File: config.mk
export PLATFORM = sky130hd
export DESIGN_NAME = operand_fetch
export DESIGN_NICKNAME = d
export VERILOG_FILES = /design/src/rtl/operand_fetch.sv
export SDC_FILE = /design/constraint.sdc
export NUM_CORES = 1
export LEC_CHECK = 0
export CORE_MARGIN = 2
export CORE_UTILIZATION = 30
export CTS_CLUSTER_DIAMETER = 100
export DETAILED_ROUTE_END_ITERATION = 10
export HOLD_SLACK_MARGIN = 0.15
export PLACE_DENSITY_LB_ADDON = 0.12
export SYNTH_ARGS = -nofsm -noshare
export SYNTH_HDL_FRONTEND = slang
export SYNTH_SLANG_ARGS = --single-unit
File: constraint.sdc
create_clock -name CLK -period 5 [get_ports CLK]
set_input_delay 0.5 -clock CLK [delete_from_list [all_inputs] [get_ports CLK]]
set_output_delay 0.5 -clock CLK [all_outputs]
set_load 0.03 [all_outputs]
File: src/rtl/operand_fetch.sv
`timescale 1ns/1ps
// operand_fetch
//   Operand-fetch stage between decode and ID/EX. Reads the register file,
//   bypasses a same-cycle writeback, tracks destinations of outstanding
//   multi-cycle (long) operations in a pending mask and stalls on RAW/WAW
//   hazards against them. Output operands and tags are registered.
//
// Ports
//   CLK, RESET            clock, synchronous active-high reset
//   IN_VALID / IN_READY   decoded instruction handshake (IN_READY combinational)
//   IN_RS1, IN_RS2        source indices; IN_USES_RS1/2 mark real reads
//   IN_RD, IN_RD_WRITE    destination index and write enable
//   IN_LONG               result arrives later via the long writeback path
//   RS1, RS2              register-file read addresses (copies of IN_RS1/2)
//   DATA1, DATA2          register-file read data, same cycle
//   WB_VALID/RD/DATA/LONG writeback port; WB_LONG retires a pending entry
//   OUT_VALID / OUT_READY handshake to ID/EX
//   OUT_OP1, OUT_OP2      registered operands
//   OUT_RD, OUT_RD_WRITE, OUT_LONG  registered tags
//   FLUSH                 kill the held output, accept nothing this cycle
module operand_fetch (
   input  logic        CLK,
   input  logic        RESET,
   input  logic        IN_VALID,
   output logic        IN_READY,
   input  logic [4:0]  IN_RS1,
   input  logic [4:0]  IN_RS2,
   input  logic        IN_USES_RS1,
   input  logic        IN_USES_RS2,
   input  logic [4:0]  IN_RD,
   input  logic        IN_RD_WRITE,
   input  logic        IN_LONG,
   output logic [4:0]  RS1,
   output logic [4:0]  RS2,
   input  logic [31:0] DATA1,
   input  logic [31:0] DATA2,
   input  logic        WB_VALID,
   input  logic [4:0]  WB_RD,
   input  logic [31:0] WB_DATA,
   input  logic        WB_LONG,
   output logic        OUT_VALID,
   input  logic        OUT_READY,
   output logic [31:0] OUT_OP1,
   output logic [31:0] OUT_OP2,
   output logic [4:0]  OUT_RD,
   output logic        OUT_RD_WRITE,
   output logic        OUT_LONG,
   input  logic        FLUSH
);

   logic [31:0] pend_q;
   logic [31:0] pend_nxt;
   logic [31:0] clr_vec;
   logic [31:0] set_vec;
   logic [31:0] kill_vec;
   logic        raw1;
   logic        raw2;
   logic        waw;
   logic        accept;
   logic [31:0] op1;
   logic [31:0] op2;

   function automatic logic [31:0] pick_operand(
      input logic        uses,
      input logic [4:0]  idx,
      input logic [31:0] rf_data,
      input logic        wb_valid,
      input logic [4:0]  wb_rd,
      input logic [31:0] wb_data
   );
      if (!uses || idx == 5'd0)
         pick_operand = 32'd0;
      else if (wb_valid && wb_rd == idx)
         pick_operand = wb_data;
      else
         pick_operand = rf_data;
   endfunction

   assign RS1 = IN_RS1;
   assign RS2 = IN_RS2;

   // A long writeback retiring an index in this cycle resolves the hazard
   // immediately, so the dependent instruction is accepted alongside it and
   // picks the value up through the bypass.
   assign clr_vec  = (WB_VALID && WB_LONG && WB_RD != 5'd0) ? (32'd1 << WB_RD) : 32'd0;

   assign raw1     = IN_USES_RS1 && pend_q[IN_RS1] && !clr_vec[IN_RS1];
   assign raw2     = IN_USES_RS2 && pend_q[IN_RS2] && !clr_vec[IN_RS2];
   assign waw      = IN_RD_WRITE && (IN_RD != 5'd0) && pend_q[IN_RD] && !clr_vec[IN_RD];

   assign IN_READY = (!OUT_VALID || OUT_READY) && !raw1 && !raw2 && !waw && !FLUSH && !RESET;
   assign accept   = IN_VALID && IN_READY;

   assign set_vec  = (accept && IN_LONG && IN_RD_WRITE && IN_RD != 5'd0) ? (32'd1 << IN_RD) : 32'd0;

   // Flushing a long op that never issued: its destination will never be
   // written back, so release it here.
   assign kill_vec = (FLUSH && OUT_VALID && OUT_LONG && OUT_RD_WRITE) ? (32'd1 << OUT_RD) : 32'd0;

   // Set after clear so a new long op wins over a retiring one on the same index;
   // bit 0 is forced low since x0 is never pending.
   assign pend_nxt = ((pend_q & ~clr_vec & ~kill_vec) | set_vec) & ~32'd1;

   assign op1 = pick_operand(IN_USES_RS1, IN_RS1, DATA1, WB_VALID, WB_RD, WB_DATA);
   assign op2 = pick_operand(IN_USES_RS2, IN_RS2, DATA2, WB_VALID, WB_RD, WB_DATA);

   always_ff @(posedge CLK) begin
      if (RESET) begin
         pend_q       <= 32'd0;
         OUT_VALID    <= 1'b0;
         OUT_OP1      <= 32'd0;
         OUT_OP2      <= 32'd0;
         OUT_RD       <= 5'd0;
         OUT_RD_WRITE <= 1'b0;
         OUT_LONG     <= 1'b0;
      end else begin
         pend_q <= pend_nxt;
         if (accept) begin
            OUT_VALID    <= 1'b1;
            OUT_OP1      <= op1;
            OUT_OP2      <= op2;
            OUT_RD       <= IN_RD;
            OUT_RD_WRITE <= IN_RD_WRITE;
            OUT_LONG     <= IN_LONG;
         end else if (FLUSH || OUT_READY) begin
            // data registers intentionally keep their last values
            OUT_VALID <= 1'b0;
         end
      end
   end

endmodule
==> flow_summary.ini <==
[drt]
ant_nets = 0
vias_per_cell = 5.31
wl_per_cell_um = 20.4
drc = 0
drt-initial-drc-count = 354
dr_total_vias = 6442
wl_um = 24700
drt_pass1_iterations = 5

[clocking]
htreeDepth = 3
post_cts_buffers = 0
ctsHoldBuffers = 0
root_buffer = clkbuf_16
post_cts.resized_instances = 0
cts_buffers = 9
cts_tree = built
clk_transition_reported_paths_ps = 80
clock_sinks = 103
cts_buffer_depth = 2
clock_latency_ps = 360

[pwr]
seqPwrFrac_pct = 42.9
pwr-share-clk_pct = 37.8
power_density_nw_per_um2 = 214
leakagePower_nw = 3.30
switching_share_pct = 28.2
power_switching_mw = 0.553
peakVddDrop_mv = 0.152
internal_power_mw = 1.41
power_frac_comb_pct = 19.4

[status]
status = complete, no violations

[sta]
setup_tns_ps = 0
slew_headroom_pct = 32.5
hold_viol = 0
min_period_ps = 3960
worst_pin_slew_ps = 1010
fmax_ghz = 0.253
rsz0062_at_grt = no
timing.final.ws_setup_ps = 1040
setup_viol = 0
fin_skew_ps = 10.8
fin_crit_sh_pct = 79.1
slew_violations = 0

[setup_path]
crit_family = buffers and inverters
worstPathRequired_ps = 4500
crit_path_frequent_cell = clkdlybuf4s50_1
worstSetupPathType = input pin to output port
cp-end-kind = output port
crit_chain = clkdlybuf4s50_1 > mux4_2 > mux2_2 > nand2_1 > o211ai_1 > nand4_1 > and3_1 > clkdlybuf4s50_1
critical_path.slowest_cell = clkdlybuf4s50_1
slowest_delay_ps = 900
arrival_ps = 3460
path_max_fanout = 13
start_kind = input pin
cp.buffers_inverters = 2

[synth]
synth.distinct_cells = 53
synth.cell_area_um2 = 6720
yosysWarnings = 0
synth_top_cell_by_area = dfxtp_1
synth.yosys.seq_area_share_pct = 30.7
syn_avg_cell_area_um2 = 8.67
synth-seq-cells = 103
syn_nets = 902
synth_top_area_share_pct = 30.7
synth-edff-count = 0
synthFlopType = dfxtp_1
postSynth.asyncResetShare_pct = 0
synthCells = 775
netlist_top_cells_area = dfxtp_1 31%, mux2_2 11%, nor2b_1 7.9%, mux2i_1 7.6%, nand2_1 6.0%

[hold_path]
hold_class = flip-flop to flip-flop

[floorplanning]
core_area_um2 = 21900
die_w_um = 154
dieArea_um2 = 23600
die_y_um = 154
rows = 54
pin_count = 210
initial_utilization_pct = 30.7

[global_route]
antenna_found_initial = 0
grt_max_degree = 104
grtUsageTotal_pct = 20.6
grt_pass1_wl_um = 38000
grt_pass1_vias = 6414
globalRouteOverflowTotal = 0

[placed_design]
dp_hpwl_um = 17600
port_buffers = 209
placedCellCount = 1197
place_ws_ps = 1040
place.gp.congestion = 0.897

[layout]
nNetsFinal = 1055
seq_area_um2 = 2060
fillers = 2242
multi_input_area_um2 = 4250
drive_above_1_share_pct = 12.3
finalNonFillerCells = 1213
antenna_cells = 0
syn2layout_area_growth_pct = 36.3

[job]
max_cap_violations = 0
==> state kept, by name, summed over array words and instances (netlist names) <==
name	flops
pend_q	31
OUT_OP2	32
OUT_RD_WRITE	1
OUT_OP1	32
OUT_RD	5
OUT_LONG	1
OUT_VALID	1
==> layout make-up <==
| class | instances | share of cell area, % |
|---|---|---|
| clock inverters | 5 | 0.710 |
| clock buffers | 11 | 2.54 |
| repair buffers | 219 | 23.7 |
| inverters | 5 | 0.205 |
| flip-flops and latches | 103 | 22.5 |
| multi-input cells | 590 | 46.5 |
| well taps | 280 | 3.83 |
==> power groups by stage <==
stage,sequential (mW),combinational [mW],clock (mW)
final,0.841,0.380,0.742
after global placement,0.860,0.382,0
after global routing,0.844,0.410,0.792
after CTS,0.841,0.383,0.764
after floorplan,0.880,0.179,0
after detailed placement,0.861,0.381,0
==> layer usage <==
metal	vias up	routed length (um)	global-route usage (%)
li1	3064	-	-
met3	27	1960	5.24
met2	258	11600	34.0
met1	3093	10800	26.7
met5	-	0	0
met4	0	363	5.64
==> logic make-up (layout without fill, tap and decap cells) <==
group | count (synthesis) | count (layout) | synth area share (%)
muxes | 139 | 139 | 24.9
AOI/OAI and AO/OA | 119 | 119 | 12.7
xor gates and xnor gates | 13 | 13 | 1.70
DFF | 103 | 103 | 30.7
buffers and inverters | 82 | 240 | 6.15
and+or+nand+nor | 319 | 319 | 23.9
==> synthesized netlist by cell type, types with 10 or more instances <==
| cell type | n |
|---|---|
| a21oi_1 | 42 |
| buf_2 | 15 |
| buf_4 | 15 |
| clkbuf_1 | 41 |
| dfxtp_1 | 103 |
| mux2_1 | 10 |
| mux2_2 | 63 |
| mux2i_1 | 51 |
| mux4_2 | 15 |
| nand2_1 | 107 |
| nand3_1 | 23 |
| nand4_1 | 10 |
| nor2_1 | 53 |
| nor2b_1 | 85 |
| o2111ai_1 | 20 |
| o31ai_1 | 15 |
| o41ai_1 | 14 |
| xnor2_1 | 11 |
==> placed cells by master (no fill, tap or decap), types with 10 or more instances in the layout <==
cell | Yosys | routed
a21oi_1 | 42 | 42
clkdlybuf4s50_1 | 0 | 208
dfxtp_1 | 103 | 103
mux2_1 | 10 | 10
mux2_2 | 63 | 63
mux2i_1 | 51 | 51
mux4_2 | 15 | 15
nand2_1 | 107 | 107
nand3_1 | 23 | 23
nand4_1 | 10 | 10
nor2_1 | 53 | 52
nor2b_1 | 85 | 85
o2111ai_1 | 20 | 20
o31ai_1 | 15 | 15
o41ai_1 | 14 | 14
xnor2_1 | 11 | 11
==> stage by stage <==
stage	hold WS, ps	power [mW]	util [%]	area (um2)
after floorplan	468	1.06	-	6720
final	525	1.96	41.8	9160
after detailed placement	515	1.24	40.5	8860
after global placement	505	1.24	40.5	8860
after global routing	551	2.05	41.8	9160
after CTS	526	1.99	41.8	9160
==> worst reg2reg max path, cell delays in order, from the launching register on <==
cell and delay [ps]:
dfxtp_1 430, mux2i_1 120, mux4_2 470, and3_1 200
a31oi_1 190, a41oi_2 180, nand4_4 140, buf_12 380
mux2_2 530
==> worst paths after layout <==
kind	startpoint	endpoint	slack (ps)	depth (start not counted)
setup / recovery	IN_RS2[1]	IN_READY	1040	8
hold / removal	pend_q[1]	pend_q[1]	520	2
setup reg to reg	pend_q[31]	OUT_RD_WRITE	2230	8
hold reg to reg	pend_q[1]	pend_q[1]	520	2
(Power assumes the default switching activity.)
==> patch, RTL diff (same flow settings) <==
Reset style: asynchronous (`RESET`), changed in one clocked block. Comments in the files are not updated.
--- a/src/rtl/operand_fetch.sv
+++ b/src/rtl/operand_fetch.sv
@@ -104,7 +104,7 @@
    assign op1 = pick_operand(IN_USES_RS1, IN_RS1, DATA1, WB_VALID, WB_RD, WB_DATA);
    assign op2 = pick_operand(IN_USES_RS2, IN_RS2, DATA2, WB_VALID, WB_RD, WB_DATA);
 
-   always_ff @(posedge CLK) begin
+   always_ff @(posedge CLK or posedge RESET) begin
       if (RESET) begin
          pend_q       <= 32'd0;
          OUT_VALID    <= 1'b0;
Behaviour: differs if RESET is asserted again (counterexample within 4 cycles, from zero or initial values and one cycle with RESET high); with RESET held inactive, the same outputs for 4 cycles.
==> patch against the original RTL <==
Setup slack worse by 0.21 ns; critical endpoint unchanged; worst hold slack lost 0.019 ns; final area is essentially flat; highest routed layer unchanged; largest cell class unchanged; sequential cell count is the same; area after synthesis shrank 1.9%; critical path type unchanged; routed wire length decreased by 7.7%.
Power is not compared: it rests on default switching activity, and its combinational part moved more than twofold at a synthesized area within 25%.
==> patch: results (changes against the original RTL) <==
RR Startpoint=pend_q[31] (unchanged); nets=922 (was 1,055); first-pass GRT wire length=36.0 mm (was 38.0 mm); routed vias=5,938 (was 6,442); Syn Nets=747 (was 902); GP Congestion=0.933 (was 0.897); Max stage delay on crit path=0.86 ns (was 0.90 ns); Area Growth Syn to Fin=38.9% (was 36.3%); post-synth cell types=52 (was 53); share of layout cells above drive strength 1=16.6% (was 12.3%); vias in the first global route=6,126 (was 6,414); status=finished clean (unchanged); Synth Area in XOR/XNOR=1.73% (was 1.70%); largest net degree at the start of global routing=70 (was 104); CP startpoint=IN_RS1[1] (was IN_RS2[1]); Overall Global Routing Usage=19.6% (was 20.6%); first-pass iteration count of the detailed router=6 (was 5); Placed Instances=1,064 (was 1,197); WL/cell=21.2 um (was 20.4 um); async set-reset flop share out of synthesis=100% (was 0%); Post-synth top flop=dfrtp_1 (was dfxtp_1); pre-CTS setup slack=0.814 ns (was 1.04 ns); Design Power=2.84 mW; HPWL Detailed=16.8 mm (was 17.6 mm); Compound-Gate Fraction of Synth Area=10.6% (was 12.7%)
patch: layer usage:
metal  part of all wire (%)  GRT usage (%)
met1                     43           26.1
met2                     48           32.2
met3                    7.6           4.29
met4                    1.6           5.74
met5                      0              0
patch: final timing paths:
kind	slack (ns)	end	depth (start not counted)
hold / removal	0.51	OUT_OP2[26]	1
max in group asynchronous	3.29	OUT_OP2[28]	3
min in group asynchronous	0.71	OUT_VALID	2
setup reg to reg	1.73	pend_q[23]	8
setup / recovery	0.84	IN_READY	8
hold reg to reg	0.51	OUT_OP2[26]	1
patch: cell type report:
| cell class | count | area share (%) |
|---|---|---|
| sequential | 103 | 28.2 |
| inverter | 6 | 0.273 |
| timing repair buffer | 221 | 23.8 |
| clock buffer | 9 | 2.46 |
| multi-input combinational | 454 | 40.6 |
| clock inverter | 6 | 0.848 |
| tap | 280 | 3.83 |
